## src/rtl/div_pkg.sv

```systemverilog
// div_pkg: shared definitions for the restoring divider.
// Holds the FSM state encoding and the iteration-counter width helper.
package div_pkg;

  // Binary-encoded controller states.
  typedef enum logic [1:0] {
    IDLE = 2'd0,
    CALC = 2'd1,
    DONE = 2'd2
  } state_e;

  // Counter must hold the value N, so it needs clog2(N+1) bits.
  function automatic int cnt_width(input int n);
    return $clog2(n + 1);
  endfunction

  // Default operand width of the arithmetic unit and its counter width.
  localparam int DIV_N = 32;
  localparam int CNT_W = cnt_width(DIV_N);

endpackage

```

## src/rtl/div_datapath.sv

```systemverilog
// div_datapath: R/Q/D registers, (N+1)-bit trial subtractor, iteration
// counter and the held result registers of the restoring divider.
// Optional feature macro: DIV_SIGNED_EN (two's-complement operands).
module div_datapath
  import div_pkg::*;
#(
  parameter int N  = DIV_N,
  parameter int CW = cnt_width(N)
) (
  input  logic         clk,
  input  logic         rst,
  input  logic         load_i,
  input  logic         load_zero_i,
  input  logic         step_i,
  input  logic         finish_i,
  input  logic [N-1:0] dividend_i,
  input  logic [N-1:0] divisor_i,
  output logic         last_o,
  output logic [N-1:0] quotient_o,
  output logic [N-1:0] remainder_o,
  output logic         div_by_zero_o
);

  logic [N:0]    r_q;
  logic [N-1:0]  q_q;
  logic [N-1:0]  d_q;
  logic [CW-1:0] cnt_q;
  logic [N-1:0]  quot_q;
  logic [N-1:0]  rem_q;
  logic          dbz_q;

  logic [N+1:0]  r_wide;
  logic [N+1:0]  t_wide;
  logic          borrow;
  logic [N:0]    r_d;
  logic [N-1:0]  q_d;
  logic [N-1:0]  op_a;
  logic [N-1:0]  op_b;
  logic [N-1:0]  q_fin;
  logic [N-1:0]  r_fin;

`ifdef DIV_SIGNED_EN
  logic neg_q_q;
  logic neg_r_q;

  // Magnitudes go into the unsigned core; signs are re-applied at finish.
  always_comb begin
    op_a  = dividend_i[N-1] ? -dividend_i : dividend_i;
    op_b  = divisor_i[N-1]  ? -divisor_i  : divisor_i;
    q_fin = neg_q_q ? -q_d : q_d;
    r_fin = neg_r_q ? -r_d[N-1:0] : r_d[N-1:0];
  end
`else
  // Unsigned build: operands and results pass straight through.
  always_comb begin
    op_a  = dividend_i;
    op_b  = divisor_i;
    q_fin = q_d;
    r_fin = r_d[N-1:0];
  end
`endif

  // One restoring iteration: shift {R,Q} left, trial-subtract D, keep or restore.
  // R is always below D, so its top bit is zero and the extra guard bit of
  // r_wide never changes the outcome; it only keeps the borrow a plain MSB.
  always_comb begin
    r_wide = {r_q, q_q[N-1]};
    t_wide = r_wide - {2'b00, d_q};
    borrow = t_wide[N+1];
    r_d    = borrow ? r_wide[N:0] : t_wide[N:0];
    q_d    = {q_q[N-2:0], ~borrow};
  end

  assign last_o        = (cnt_q == CW'(1));
  assign quotient_o    = quot_q;
  assign remainder_o   = rem_q;
  assign div_by_zero_o = dbz_q;

  // Working registers, counter and held results.
  always_ff @(posedge clk) begin
    if (rst) begin
      r_q    <= '0;
      q_q    <= '0;
      d_q    <= '0;
      cnt_q  <= '0;
      quot_q <= '0;
      rem_q  <= '0;
      dbz_q  <= 1'b0;
`ifdef DIV_SIGNED_EN
      neg_q_q <= 1'b0;
      neg_r_q <= 1'b0;
`endif
    end else if (load_i) begin
      r_q   <= '0;
      q_q   <= op_a;
      d_q   <= op_b;
      cnt_q <= CW'(N);
      dbz_q <= 1'b0;
`ifdef DIV_SIGNED_EN
      neg_q_q <= dividend_i[N-1] ^ divisor_i[N-1];
      neg_r_q <= dividend_i[N-1];
`endif
    end else if (load_zero_i) begin
      // Divide by zero: all-ones quotient, dividend returned as remainder.
      q_q    <= '1;
      r_q    <= {1'b0, dividend_i};
      quot_q <= '1;
      rem_q  <= dividend_i;
      dbz_q  <= 1'b1;
    end else if (step_i) begin
      r_q   <= r_d;
      q_q   <= q_d;
      cnt_q <= cnt_q - CW'(1);
      if (finish_i) begin
        quot_q <= q_fin;
        rem_q  <= r_fin;
      end
    end
  end

endmodule

```

## src/rtl/div_restoring.sv

```systemverilog
// div_restoring: sequential restoring divider, one quotient bit per clock,
// start/done handshake. Optional feature macro: DIV_SIGNED_EN.
module div_restoring
  import div_pkg::*;
#(
  parameter int N = DIV_N
) (
  input  logic         clk,
  input  logic         rst,
  input  logic         start,
  input  logic [N-1:0] dividend_in,
  input  logic [N-1:0] divisor_in,
  output logic         busy,
  output logic         done,
  output logic [N-1:0] quotient_out,
  output logic [N-1:0] remainder_out,
  output logic         div_by_zero
);

  state_e state_q;
  logic   busy_q;
  logic   done_q;
  logic   last;
  logic   divisor_zero;
  logic   load;
  logic   load_zero;
  logic   step;
  logic   finish;

  assign divisor_zero = (divisor_in == '0);

  // Datapath strobes; a start outside IDLE produces none of them.
  always_comb begin
    load      = (state_q == IDLE) && start && !divisor_zero;
    load_zero = (state_q == IDLE) && start && divisor_zero;
    step      = (state_q == CALC);
    finish    = (state_q == CALC) && last;
  end

  // Controller FSM with registered busy/done.
  always_ff @(posedge clk) begin
    if (rst) begin
      state_q <= IDLE;
      busy_q  <= 1'b0;
      done_q  <= 1'b0;
    end else begin
      done_q <= 1'b0;
      case (state_q)
        IDLE: begin
          if (start) begin
            busy_q <= 1'b1;
            if (divisor_zero) begin
              state_q <= DONE;
              done_q  <= 1'b1;
            end else begin
              state_q <= CALC;
            end
          end
        end
        CALC: begin
          if (last) begin
            state_q <= DONE;
            done_q  <= 1'b1;
          end
        end
        DONE: begin
          state_q <= IDLE;
          busy_q  <= 1'b0;
        end
        default: begin
          state_q <= IDLE;
          busy_q  <= 1'b0;
        end
      endcase
    end
  end

  div_datapath #(
    .N (N)
  ) u_datapath (
    .clk           (clk),
    .rst           (rst),
    .load_i        (load),
    .load_zero_i   (load_zero),
    .step_i        (step),
    .finish_i      (finish),
    .dividend_i    (dividend_in),
    .divisor_i     (divisor_in),
    .last_o        (last),
    .quotient_o    (quotient_out),
    .remainder_o   (remainder_out),
    .div_by_zero_o (div_by_zero)
  );

  assign busy = busy_q;
  assign done = done_q;

endmodule

```

## config.mk

```make
export PLATFORM = sky130hd
export DESIGN_NAME = div_restoring
export DESIGN_NICKNAME = d
export VERILOG_FILES = /design/src/rtl/div_pkg.sv /design/src/rtl/div_datapath.sv /design/src/rtl/div_restoring.sv
export SDC_FILE = /design/constraint.sdc
export NUM_CORES = 1
export LEC_CHECK = 0
export ABC_AREA = 1
export BUFFER_PORTS_ARGS = -buffer_cell sky130_fd_sc_hd__buf_2
export CAP_MARGIN = 20
export CORE_ASPECT_RATIO = 0.5
export CORE_UTILIZATION = 50
export CTS_BUF_LIST = sky130_fd_sc_hd__clkbuf_8
export DETAILED_ROUTE_END_ITERATION = 6
export GPL_ROUTABILITY_DRIVEN = 0
export PLACE_DENSITY = 0.81
export SYNTH_ARGS = -nofsm -noshare
export SYNTH_HDL_FRONTEND = slang
export SYNTH_SLANG_ARGS = --single-unit
```

## constraint.sdc

```tcl
create_clock -name clk -period 2.6 [get_ports clk]
set_input_delay 0.26 -clock clk [delete_from_list [all_inputs] [get_ports clk]]
set_output_delay 0.26 -clock clk [all_outputs]
set_load 0.01 [all_outputs]
```

# Word-level counts from Yosys, hierarchy flattened
# Index checks and enable logic that the tools add are counted.
# totals
out_inout_bits,67
elab_cells,66
mem_count,0
rom_bits,0
in_bits,67
register_bits,172
ramBits,0
latchBits,0
# classes
bitwise,4
add_sub_neg,2
n_reduce_logical,18
order_cmp,0
shift,0
multipliers,0
mux,25
n_eq_ne,5
n_div,0
# op_table
cell,count
32-bit two-way mux,11
34-bit by 32-bit subtractor with 34-bit output,1
33-bit two-way mux,1
32-bit logical NOT,1
6-bit two-way mux,3
2-bit AND reduction,4
"6-bit by 1-bit equality test with 1-bit output, second input constant",1
2-bit two-way mux,3
"2-bit inequality test, second input constant",3
2-bit nonzero test,3
"6-bit by 1-bit subtractor with 6-bit output, second input constant",1
1-bit logical AND,4
1-bit two-way mux,4
1-bit NOT,4
1-bit one-hot mux with 2 select lines,2
2-bit one-hot mux with 2 select lines,1
3-bit AND reduction,1
3-bit nonzero test,1
3-bit OR reduction,1
"2-bit by 1-bit equality test with 1-bit output, second input constant",1
2-bit logical NOT,1
2-bit OR reduction,1
1-bit logical NOT,1

# Logic depth before layout (Yosys ltp)
# Gate-level depths: netlist of the first run.
# depth
depth_word,5
depth_mapped,20
depth_no_buf,20

# Modules after synthesis
# From an unflattened synthesis of the first run, not the netlist that was laid out.
# hier_totals
cells_unflattened,1675
hier_area_um2,10451.3
# by_module_without_submodules
mod,cells_each,area_each_um2,seq_area_each_um2,instances
div_datapath,1621,10177.3,3363.2,1
div_restoring,54,274.0,80.1,1

# Worst setup path before layout of the first run
# OpenSTA, ideal clock, no wires.
# synth_path
kind,register to register
startpoint,register u_datapath.d_q[24]
endpoint,register u_datapath.r_q[16]
period_less_slack_ns,2.094
n_path_buf,1
setup_slack_ns,0.506
stages_incl_launch_ff,18
arrival_ns,1.985
setup_ns,0.109
required_ns,2.491
path_cell_list,dfxtp_1 -> inv_1 -> ha_1 -> nand2_2 -> inv_2 -> nand2_1 -> nand3_2 -> a21oi_2 -> nor2_2 -> nor2_4 -> nand3_4 -> nand2_8 -> buf_8 -> nand2_2 -> nand3_1 -> nand3_1 -> nand2_1 -> inv_1
# synth_via
elab_chain_cells,4
# synth_rtl
element,line,source
start: declaration,div_datapath.sv:26,logic [N-1:0] d_q;
start signal: assignment,div_datapath.sv:96,d_q <= op_b;
34-bit by 32-bit subtractor with 34-bit output,div_datapath.sv:68,"t_wide = r_wide - {2'b00, d_q};"
33-bit two-way mux,div_datapath.sv:70,r_d = borrow ? r_wide[N:0] : t_wide[N:0];
32-bit two-way mux,div_datapath.sv:110,end else if (step_i) begin
32-bit two-way mux,div_datapath.sv:103,end else if (load_zero_i) begin
end signal: assignment,div_datapath.sv:106,"r_q <= {1'b0, dividend_i};"
end signal: assignment,div_datapath.sv:111,r_q <= r_d;
end: declaration,div_datapath.sv:24,logic [N:0] r_q;
# No other way between the ends. The select of a mux whose other input is x is not followed.
# A chain may end at the register's enable or synchronous reset.

# Worst setup path in the final report of the first run
# layout_path
startpoint,register u_datapath.r_q[23]
endpoint,register u_datapath.rem_q[11] (netlist: u_datapath.remainder_o[11])
# layout_via
elab_chain_cells,5
# layout_rtl
element,line,source
34-bit by 32-bit subtractor with 34-bit output,div_datapath.sv:68,
33-bit two-way mux,div_datapath.sv:70,
32-bit two-way mux,div_datapath.sv:114,if (finish_i) begin
32-bit two-way mux,div_datapath.sv:110,
32-bit two-way mux,div_datapath.sv:103,
end signal: assignment,div_datapath.sv:108,rem_q <= dividend_i;
end signal: assignment,div_datapath.sv:116,rem_q <= r_fin;
end: declaration,div_datapath.sv:29,logic [N-1:0] rem_q;
# No other way between the ends. The select of a mux whose other input is x is not followed.

==> results.md, run 1 <==
* Status: complete, no violations
* First-pass GRT wire length at around 49 mm
* Fill count at between 1.5k and 2k
* Worst hold slack at between 0.03 and 0.04 ns
* Post-synth EDFFs at 0
* Clk_skew at about 0.023 ns
* Share of cells above drive strength 1 at 0.163
* Syn_area_per_cell at between 6 and 7 sq um
* Reg2reg end: u_datapath.remainder_o[11]
* Relative slew slack at 0.544
* Initial core utilization at 0.521
* Die height at about 100 um
* Initial DRC Count at approximately 1.3k
* Fmax at a little over 400 MHz
* CP endpoint kind: flip-flop
* Inserted Diodes at 0
* Worst hold path type: input port to flip-flop
* FF-to-FF Start: u_datapath.r_q[23]
* Die W at 205 um
* Yosys cell types at 43
* Port-buffer cells at around 130
* CP Max Fanout at 14
* Num CTS Buffers at 17
* Core box area at 0.0198 sq mm
* Mapped Area at ~0.010 sq mm
* Final hold viol count at 0
* Crit path required time at approximately 3.0 ns
* WL final at 30.9 mm
* Vias per cell at between 5 and 6
* Yosys warns at 0
* Flop2flop setup slack at 0.13 ns
* Cell family with the largest share of critical-path delay: simple AND/OR/NAND/NOR gates
* Worst setup path start: u_datapath.r_q[23]
* Leak at 6.73 nW
* Slowest cell delay on critical path at roughly 0.41 ns
* RSZ-0062 raised after global routing: yes
* Number of remaining DRC errors at 0
* Worst path cell trace: ha_2 > nand2_2 > nor2_2 > nand2_1 > nor2_2 > nand2_4 > nand2_4 > nand2_8 > nand2_4 > nand2_2 > nand3_2 > nand3_1 > nand2_1 > inv_1
* Grt ovf at 0
* Vias in the first global route at about 9k
* Drt first pass iters at 7
* Power Total at 8.62 mW
* Synth Flop Type: dfxtp_1
* Nets at 1,836
* Max stage delay cell, worst path: ha_2
* Most frequent CP cell: nand2_4
* Crit path time final at 2.47 ns
* Final Max Tran Viols at 0
* Buffers & Inverters on Critical Path at 1
* Setup CP Type: flip-flop to flip-flop
* FP Rows at 36
* CTS tree: built
* Mapped Cells at 1,618
* Worst VDD drop at 444 uV
* Vias at about 11k
* Largest net degree at the start of global routing at 64
* CTS sink count at approximately 170
* Worst Tran Pin Value at roughly 0.68 ns
* Final setup violation count at 0
* #FFs+latches synth at roughly 170
* Total Die Area at 0.0213 sq mm
* IO Pins at 134
* Critical path depth in cells at 14
* Cell chosen for the clock root: clkbuf_8
* Async set or reset register ratio after synthesis at 0
* Max-cap viol count at 0
* Tcrit/Tclk final at 0.951
* CP endpoint: u_datapath.remainder_o[11]
* Hold buffers post-CTS at 0
* CP Data Arrival Time at 2.85 ns
* PwrDens at roughly 720 mW/mm^2
* Clock slew at reported path FFs at ~0.11 ns
* Worst r2r path cells at 14
* Worst Setup Start Kind: flip-flop
* Wire per inst at around 15 um
* Sequential share of the synthesized area at 0.334
* Clk Latency, worst-skew pair at roughly 0.48 ns
* Total GRT Usage at 0.289
* Max Root-Sink Buffers at 2
* Antenna violations before repair at 0
* ANT nets after route at 0
* Detail Placement HPWL at about 23 mm
* Syn nets at about 1.7k
* CTS H-Tree Depth at 4
* P&R area growth vs syn at 15.3%
-- power by group --
| part | leakage [nW] | total (mW) | internal [mW] | switching (mW) |
|---|---|---|---|---|
| clock network | 0.220 | 2.14 | 1.03 | 1.11 |
| logic | 5.10 | 3.48 | 1.21 | 2.28 |
| registers | 1.41 | 3.00 | 2.84 | 0.159 |
| total | 6.73 | 8.62 | 5.08 | 3.54 |
-- metrics by stage --
step	utilization	setup TNS [ns]	cell area, sq um	instances	setup slack (ns)
after floorplan	-	0	10300	1618	0.506
after global placement	0.572	0	11300	1977	0.0899
after detailed placement	0.572	0	11300	1977	0.0719
after CTS	0.595	0	11800	2009	0.0571
after global routing	0.600	-0.0215	11900	2013	-0.0164
final	0.600	0	11900	2013	0.127
-- cell type report --
class | instances | area (sq um) | share of cell area
inverters | 328 | 1230 | 0.103
clock buffers | 19 | 262 | 0.0220
repair buffers | 162 | 1020 | 0.0858
multi-input cells | 1053 | 5420 | 0.456
flip-flops and latches | 172 | 3450 | 0.290
clock inverters | 13 | 180 | 0.0151
well taps | 266 | 333 | 0.0280
-- metal layers --
layer  share of wire  GRT usage
met1            0.47      0.449
met2            0.41      0.401
met3            0.10     0.0582
met4           0.019     0.0677
met5               0          0
-- synth_stat cells, drive strengths merged, types with 8 or more instances --
| cell type | n | area [sq um] |
|---|---|---|
| xnor2 | 16 | 140 |
| clkbuf | 33 | 125 |
| o21ai | 174 | 875 |
| nand2 | 384 | 1550 |
| buf | 33 | 193 |
| o22ai | 24 | 150 |
| inv | 327 | 1230 |
| nor4 | 8 | 50.1 |
| dfxtp | 172 | 3440 |
| ha | 34 | 425 |
| nand3 | 161 | 918 |
| nor2 | 117 | 464 |
| a21oi | 96 | 484 |
| nand4 | 13 | 81.3 |
-- flip-flops by register name, summed over array words and instances, names as in the netlist --
register	flops
state_q	2
u_datapath.remainder_o	32
u_datapath.div_by_zero_o	1
done	1
u_datapath.cnt_q	6
u_datapath.r_q	33
busy	1
u_datapath.d_q	32
u_datapath.q_q	32
u_datapath.quotient_o	32
-- how the worst min path moves through the flow --
stage                       startpoint                  to  slack, ns  cells past startpoint
floorplan                divisor_in[0]   u_datapath.d_q[0]       0.39                      2
global placement    u_datapath.d_q[18]  u_datapath.d_q[18]       0.45                      2
detailed placement  u_datapath.d_q[27]  u_datapath.d_q[27]       0.45                      2
CTS                              start          state_q[1]       0.02                      3
global route                     start          state_q[1]       0.06                      3
finish                           start          state_q[1]       0.04                      3
-- what timing repair did --
| item | CTS | global route |
|---|---|---|
| gates resized for setup | 0 | 27 |
| buffers inserted | 0 | 3 |
| setup endpoints to repair | 0 | 61 |
-- layout by cell type (no fill, tap or decap), types with 6 or more instances in the layout --
master	instances
nand3_1	138
nand2_2	25
o22ai_1	24
o21ai_0	163
nor4_1	8
inv_1	319
ha_1	28
dfxtp_1	167
o21ai_1	10
nor2_1	107
nand2_1	353
xnor2_1	14
ha_2	6
clkbuf_8	19
buf_12	11
buf_2	133
inv_2	9
a21oi_1	94
nor2_2	9
nand4_1	13
nand3_2	22
buf_4	18
-- worst min-delay path: cells and delay by family --
kind	cells	cell delay, ns
buffers and inverters	1	0.10
AND/OR/NAND/NOR	1	0.06
AO/OA/AOI/OAI	1	0.05
-- logic make-up (layout without fill, tap and decap cells) --
| logic type | Yosys count | in the layout | share of synthesized area |
|---|---|---|---|
| AND/OR/NAND/NOR | 695 | 696 | 0.304 |
| XOR/XNOR | 18 | 18 | 0.0153 |
| flip-flops | 172 | 172 | 0.334 |
| buffers and inverters | 394 | 522 | 0.150 |
| AO/OA/AOI/OAI | 304 | 304 | 0.153 |
| adder cells (fa/ha/maj) | 35 | 35 | 0.0432 |
Power figures use the tool's default switching activity.
==> inputs of run 2 (changes only) <==
--- a/config.mk
+++ b/config.mk
@@ -14,6 +14,7 @@
 export DETAILED_ROUTE_END_ITERATION = 6
 export GPL_ROUTABILITY_DRIVEN = 0
 export PLACE_DENSITY = 0.81
+export RECOVER_POWER = 25
 export SYNTH_ARGS = -nofsm -noshare
 export SYNTH_HDL_FRONTEND = slang
 export SYNTH_SLANG_ARGS = --single-unit
==> run 2 against run 1 <==
  * Critical path depth increased by 1
  * Via count decreased by 0.11%
  * Count of clock-buffer cells in the layout unchanged
  * Wire length about the same
  * Core utilization decreased by 0.36 points
==> results.md, run 2 (synthesis results as in run 1) <==
* Status: complete, no violations
* Drt first pass iters at 6 (-1)
* Detail Placement HPWL at 23.2 mm (unchanged)
* Wire per inst at 15.3 um (about the same)
* Vias at 10.7k (-0.11%)
* Die height at 104 um (unchanged)
* Worst Setup Start Kind: flip-flop
* Initial DRC Count at 1,259 (-5.8%)
* Share of cells above drive strength 1 at 0.131 (-0.0326)
* ANT nets after route at 0 (unchanged)
* Grt ovf at 0 (unchanged)
* Max reg flops at 33 (unchanged)
* Nets at 1,836 (unchanged)
* Fmax at 403 MHz (-0.33%)
* Leak at 6.48 nW (-3.7%)
* CTS sink count at 172 (unchanged)
* Total Die Area at 0.0213 sq mm (unchanged)
* First-pass GRT wire length at 48.5 mm (unchanged)
* Inserted Diodes at 0 (unchanged)
* CP endpoint kind: flip-flop
* Worst hold slack at 0.0416 ns (+0.00529 ns)
* CTS tree: built
* IO Pins at 134 (unchanged)
* Cell chosen for the clock root: clkbuf_8
* Setup CP Type: flip-flop to flip-flop
* PwrDens at 729 mW/mm^2 (+0.61%)
* Number of remaining DRC errors at 0 (unchanged)
* P&R area growth vs syn at 14.6%
* Die W at 205 um (unchanged)
* Setup Slack @ Placement at 0.0719 ns (unchanged)
* Vias per cell at 5.31 (-0.11%)
* Final setup violation count at 0 (unchanged)
* WL final at 30.9 mm (about the same)
* FP Rows at 36 (unchanged)
* Max Root-Sink Buffers at 2 (unchanged)
* Total GRT Usage at 0.289 (unchanged)
* CP Data Arrival Time at 2.85 ns (about the same)
* Tcrit/Tclk final at 0.954 (+0.00317)
* Worst Tran Pin Value at 0.696 ns (+0.0181 ns)
* Initial core utilization at 0.521 (unchanged)
* Reg with most FFs: u_datapath.r_q
* Clock slew at reported path FFs at 0.11 ns (about the same)
* PnR worst setup slack at 0.119 ns (-0.00825 ns)
* Max-cap viol count at 0 (unchanged)
* Commonest cells after routing, fill and taps aside: nand2_1, inv_1, dfxtp_1
* Core box area at 0.0198 sq mm (unchanged)
* CP Max Fanout at 18 (+4)
* TNS Setup at 0 ns (unchanged)
* Port-buffer cells at 133 (unchanged)
* Crit path required time at 2.97 ns (about the same)
* Antenna violations before repair at 0 (unchanged)
* Worst VDD drop at 445 uV (about the same)
* Clk Latency, worst-skew pair at 0.47 ns (about the same)
* Final hold viol count at 0 (unchanged)
* Crit path time final at 2.48 ns (+0.00825 ns)
* CTS H-Tree Depth at 4 (unchanged)
* Vias in the first global route at 9,251 (unchanged)
* Num CTS Buffers at 17 (unchanged)
* RSZ-0062 raised after global routing: yes
* Commonest non-fill, non-tap cell in the layout: nand2_1
* Clk_skew at 0.0221 ns (-0.000696 ns)
* Final Max Tran Viols at 0 (unchanged)
* Largest net degree at the start of global routing at 64 (unchanged)
* Worst hold path type: input port to flip-flop
* Relative slew slack at 0.532 (-0.0122)
[run 2: cell count changes in the layout (fill, tap and decap cells not counted), sizes merged]
cell    change
buf        -57
clkbuf     +57
[run 2: worst paths after layout]
| check | start | cells past startpoint | slack (ns) | to |
|---|---|---|---|---|
| min | start | 3 | 0.04 | state_q[1] |
| min reg2reg | u_datapath.d_q[16] | 2 | 0.47 | u_datapath.d_q[16] |
| max reg2reg | u_datapath.d_q[30] | 15 | 0.12 | u_datapath.remainder_o[0] |
| max | u_datapath.d_q[30] | 15 | 0.12 | u_datapath.remainder_o[0] |
[run 2: area by class of cell]
type                            count  area, sq um
Clock buffer                       19          262
Fill cell                        1869         7990
Multi-Input combinational cell   1053         5420
Inverter                          328         1230
Clock inverter                     13          180
Sequential cell                   172         3450
Tap cell                          266          333
Timing Repair Buffer              162          950
[run 2: through the flow]
| stage | std cells | utilization | cell area, sq um | power, mW |
|---|---|---|---|---|
| floorplan | 1618 | - | 10300 | 5.46 |
| global placement | 1977 | 0.572 | 11300 | 6.27 |
| detailed placement | 1977 | 0.572 | 11300 | 6.31 |
| CTS | 2009 | 0.595 | 11800 | 8.44 |
| global route | 2013 | 0.597 | 11800 | 9.11 |
| finish | 2013 | 0.597 | 11800 | 8.63 |
[run 2: report_power, final]
part | total, mW | internal (mW) | switching, mW
Clock | 2.14 | 1.03 | 1.12
Sequential | 3.00 | 2.84 | 0.160
Combinational | 3.48 | 1.20 | 2.27
[run 2: routing by layer]
layer	part of all wire	track usage
met5	0	0
met4	0.018	0.0677
met3	0.097	0.0582
met2	0.41	0.401
met1	0.48	0.449
[run 2: timing repair]
action                                  4_1_cts  5_1_grt
setup buffers                                 0        3
gates resized for setup                       0       27
hold buffers                                  0        0
endpoints found under the setup margin        0       61
[run 2: critical path, cell delays in order (launching register included)]
cell and delay, ns:
dfxtp_1 0.33, inv_1 0.05, ha_1 0.36, a21oi_2 0.23, o21ai_0 0.10, nor2_1 0.15, nand2_1 0.13, nor2_4 0.20
nand2_4 0.10, nand2_8 0.13, buf_12 0.16, nand3_1 0.11, nand3_2 0.13, nand3_1 0.08, nand2_1 0.07, inv_1 0.04
